===== src/rtl/signcompression.sv =====
// rtl/signcompression.sv - sequential sign-bit counter that narrows a wide signed word
module signcompression #(
  parameter int WIDESize   = 16,
  parameter int NARROWSize = 8,
  parameter int CNTSize    = 4
) (
  input  logic                  CLK,
  input  logic                  RST,
  input  logic                  START,
  input  logic [WIDESize-1:0]   INPUT,
  input  logic                  SATURATE,
  output logic                  BUSY,
  output logic                  DONE,
  output logic [NARROWSize-1:0] OUTPUT,
  output logic                  FITS,
  output logic [CNTSize-1:0]    SIGNBITS
);

  typedef enum logic [1:0] {
    IDLE = 2'd0,
    SCAN = 2'd1,
    FIN  = 2'd2
  } state_t;

  // Saturation limits: 1 followed by zeros (min negative) and its complement.
  localparam logic [NARROWSize-1:0] MINNEG = NARROWSize'(1) << (NARROWSize - 1);
  localparam logic [NARROWSize-1:0] MAXPOS = ~MINNEG;

  // The last scan step is the one examining bit 0; after it S is WIDESize-1.
  localparam logic [CNTSize-1:0] LASTSTEP = CNTSize'(WIDESize - 2);

  // Minimum redundant sign-bit count for the value to fit the narrow field.
  localparam logic [CNTSize-1:0] FITMIN = CNTSize'(WIDESize - NARROWSize);

  state_t                  state;
  logic                    msb;
  logic                    sat_q;
  logic [NARROWSize-1:0]   low_q;
  logic [WIDESize-2:0]     shreg;
  logic [CNTSize-1:0]      cnt;

  logic                    bit_eq;
  logic                    stop;
  logic [CNTSize-1:0]      s_next;
  logic                    fits_next;
  logic [NARROWSize-1:0]   out_next;

  // shreg holds the not-yet-examined bits below the MSB, top bit is the one under test.
  // s_next is the count as it stands after the current step, which is what
  // FIN publishes when this step ends the scan.
  always_comb begin
    bit_eq    = 1'b0;
    stop      = 1'b0;
    s_next    = cnt;
    fits_next = 1'b0;
    out_next  = low_q;

    bit_eq    = (shreg[WIDESize-2] == msb);
    stop      = !bit_eq || (cnt == LASTSTEP);
    s_next    = bit_eq ? cnt + CNTSize'(1) : cnt;
    fits_next = (s_next >= FITMIN);

    if (!fits_next && sat_q) begin
      out_next = msb ? MINNEG : MAXPOS;
    end else begin
      out_next = low_q;
    end
  end

  // Control FSM with registered status and result outputs.
  always_ff @(posedge CLK or posedge RST) begin
    if (RST) begin
      state    <= IDLE;
      msb      <= 1'b0;
      sat_q    <= 1'b0;
      low_q    <= '0;
      shreg    <= '0;
      cnt      <= '0;
      BUSY     <= 1'b0;
      DONE     <= 1'b0;
      OUTPUT   <= '0;
      FITS     <= 1'b0;
      SIGNBITS <= '0;
    end else begin
      case (state)
        IDLE, FIN: begin
          // DONE is only ever a single-cycle pulse; a START here still
          // lets the finishing operation's pulse complete this cycle.
          DONE <= 1'b0;
          if (START) begin
            msb   <= INPUT[WIDESize-1];
            sat_q <= SATURATE;
            low_q <= INPUT[NARROWSize-1:0];
            shreg <= INPUT[WIDESize-2:0];
            cnt   <= '0;
            BUSY  <= 1'b1;
            state <= SCAN;
          end else begin
            BUSY  <= 1'b0;
            state <= IDLE;
          end
        end

        SCAN: begin
          cnt <= s_next;
          if (stop) begin
            BUSY     <= 1'b0;
            DONE     <= 1'b1;
            SIGNBITS <= s_next;
            FITS     <= fits_next;
            OUTPUT   <= out_next;
            state    <= FIN;
          end else begin
            shreg <= shreg << 1;
          end
        end

        default: begin
          BUSY  <= 1'b0;
          DONE  <= 1'b0;
          state <= IDLE;
        end
      endcase
    end
  end

endmodule

===== config.mk =====
export PLATFORM = sky130hd
export DESIGN_NAME = signcompression
export DESIGN_NICKNAME = d
export VERILOG_FILES = /design/src/rtl/signcompression.sv
export SDC_FILE = /design/constraint.sdc
export NUM_CORES = 1
export LEC_CHECK = 0
export CAP_MARGIN = 40
export CORE_ASPECT_RATIO = 1.75
export CORE_MARGIN = 2
export CORE_UTILIZATION = 56
export DETAILED_ROUTE_END_ITERATION = 16
export PLACE_DENSITY = 0.89
export SETUP_SLACK_MARGIN = 0.05
export SLEW_MARGIN = 20
export SYNTH_ARGS = -nofsm -noshare
export SYNTH_HDL_FRONTEND = slang
export SYNTH_SLANG_ARGS = --single-unit

===== constraint.sdc =====
create_clock -name CLK -period 2.7 [get_ports CLK]
set_input_delay 0.405 -clock CLK [delete_from_list [all_inputs] [get_ports CLK]]
set_output_delay 0.405 -clock CLK [all_outputs]
set_load 0.01 [all_outputs]

==> out/results.ini <==
[outcome]
outcome=completed

[placement]
dp_slack_ps=657.0
portBuffers=34
dp_cells=260
gp_congestion=0.8228
dp_hpwl_mm=2.774

[clock_network]
cts_tree=yes
hold_buffers=0
cts_resized=0
root_buffer=clkbuf_8
cts_made_buffers=5
h-tree-depth=2
clockBufferDepth=2
clkTransAtPathRegs_ps=80
cts_setup_buffers=0
clock_sinks=45
insertion_delay_ps=300

[die]
ios=35
rows=28
core_area_um2=3433
die_width_um=49.40
die-area_um2=4122
start_util_pct=58.82
fp.dieH_um=83.44

[setup_path]
worstSetupPathType=flop to flop
cp.required_ps=2880
crit_slowest_cell=xnor2_2
path_delay_family=XOR/XNOR gates
crit_chain=xnor2_2 > a31oi_2 > buf_6 > nand2_1 > o21ai_0
r2r-end=shreg[4]$_DFFE_PP0P_
crit_fanout=16
timing.rr.start=msb$_DFFE_PP0P_
cpPeakStageDelay_ps=580
r2r_cells=5
rrSetupSlack_ps=690
end_kind=flop
crit_arrival_ps=2190
cp_num_buf_inv=1
worstSetupStartpointType=flop

[drt]
viasPerCell=5.340
initialDrtViolationCount=14
drtPass1Iterations=4
detail-route-antenna-nets=0
drc=0
vias=1431
routed_wl_mm=3.699
drt-wirelength-per-cell_um=13.80

[yosys]
synth_warnings=0
synth_area_leaders=dfrtp_1 (56%), mux2i_1 (7.4%), mux2_2 (5.6%)
yosysTopAreaCellShare_pct=55.76
synth_cell_types=30
seq_area_frac_synth_pct=55.76
syn-num-nets=208
avgSynthCellArea_um2=10.86
synthCells=186
synthesis.area_um2=2019
yosysTopAreaCell=dfrtp_1
ys_ff_latch=45

[timing]
worst_pin_slew_ps=699.7
finalHoldViolCount=0
rsz0062_at_grt=false
max-slew-margin-rel_pct=53.12
setup_viol=0
drv_slew=0
fin_ws_ps=692.2
period_minus_slack_ps=2008
fin_tns_setup_ps=0
skew_ps=7.195
max_freq_mhz=498.1
timing.final.crit_share_pct=74.36

[min_path]
hold_class=flop to flop
min_from=shreg[10]$_DFFE_PP0P_
holdPathEnd=shreg[10]$_DFFE_PP0P_
whs_path_depth=2

[global_route]
antenna_found_initial=0
grt_start_max_net_pins=46
grt_overflow=0
first_global_vias=1529
grt.total_usage_pct=21.17
grt_pass1_wl_mm=6.699

[final_layout]
fin_cells=268
areaGrowthSynthToFinish_pct=25.53
final_nets=244
drive_above_1_share_pct=12.56
n_antenna_cell=0

[power]
leakagePower_nw=1.134
vdd_drop_max_mv=0.7293
power_density_nw_per_um2=1223

[run]
cap_violations=0

where the power goes:
group / leakage, nW / total [W] / switching [W] / internal, W
sequential: 0.543 / 0.00121 / 0.000207 / 0.00100
clock: 0.0574 / 0.000525 / 0.000224 / 0.000301
combinational: 0.533 / 0.00137 / 0.000703 / 0.000664
cells by family (layout without fill, tap and decap cells):
logic type | after synthesis | count (layout) | synth area share (%)
flops | 45 | 45 | 55.76
buf+inv | 16 | 53 | 3.717
xor+xnor | 4 | 4 | 2.107
compound gates | 44 | 44 | 12.70
fa+ha+maj | 2 | 2 | 1.239
mux | 25 | 25 | 13.01
simple gates | 50 | 50 | 11.46
Yosys cell counts, drive strengths merged:
library cell,number
nand3,10
a21bo,1
xnor2,2
o211ai,2
o21ai,19
a31oi,2
nor2b,2
a41o,1
nor2,14
nand2,19
a22o,1
mux2,10
dfrtp,45
and3,1
inv,5
nand2b,2
buf,10
a21oi,15
nand4,1
nor3,1
clkbuf,1
o41ai,1
o31ai,1
xor2,2
mux2i,15
o31a,1
ha,2
cells in the final DEF (no fill, tap or decap), drive strengths merged:
master,instances
nand2b,2
a21bo,1
inv,5
nand2,19
bufinv,1
a31oi,2
clkdlybuf4s50,34
nand4,1
nor2b,2
nor3,1
nand3,10
clkinvlp,1
o41ai,1
o21ai,19
xor2,2
mux2i,15
o31ai,1
o211ai,2
ha,2
a22o,1
nor2,14
o31a,1
xnor2,2
clkbuf,6
mux2,10
buf,6
a21oi,15
dfrtp,45
a41o,1
and3,1
layout make-up:
class / count / area [µm²]
timing repair buffer: 40 / 389.1
multi-input combinational: 125 / 824.5
clock inverter: 2 / 37.54
inverter: 5 / 18.77
sequential: 45 / 1126
fill: 253 / 898.4
clock buffer: 6 / 82.58
tap: 45 / 56.30
registers in the layout, indices dropped and copies added, names as in the netlist, 4 cells and up:
name / flops
OUTPUT: 8
SIGNBITS: 4
cnt: 4
low_q: 8
shreg: 15
worst register-to-register path: stages (launching register included):
cell	delay, ps
dfrtp_1	460
xnor2_2	580
a31oi_2	440
buf_6	270
nand2_1	70
o21ai_0	80
worst max path at each step:
stage,endpoint,startpoint,cells past startpoint
after CTS,shreg[6]$_DFFE_PP0P_,msb$_DFFE_PP0P_,4
after floorplan,BUSY$_DFFE_PP0P_,RST,1
after detailed placement,shreg[6]$_DFFE_PP0P_,msb$_DFFE_PP0P_,4
final,shreg[4]$_DFFE_PP0P_,msb$_DFFE_PP0P_,5
after global placement,shreg[1]$_DFFE_PP0P_,START,4
after global routing,shreg[6]$_DFFE_PP0P_,msb$_DFFE_PP0P_,4
layer usage:
metal	up-vias	part of all wire, %	routed length, µm	track usage, %
met5	-	0	0	0
met3	8	2.4	87	3.777
li1	718	-	-	-
met2	29	55	2048	36.24
met1	676	40	1480	24.48
met4	0	2.2	83	11.62
stage by stage:
stage,power [W],utilization [%],hold WS (ps),instance area (µm²)
finish,0.003101,73.83,482.1,2535
global route,0.003354,73.83,519.4,2535
detailed placement,0.002608,70.34,469.5,2415
global placement,0.002502,70.01,461.1,2404
floorplan,0.002135,-,449.2,2019
CTS,0.003137,73.83,487.4,2535
Note: power is estimated with default switching activity, not from simulation.
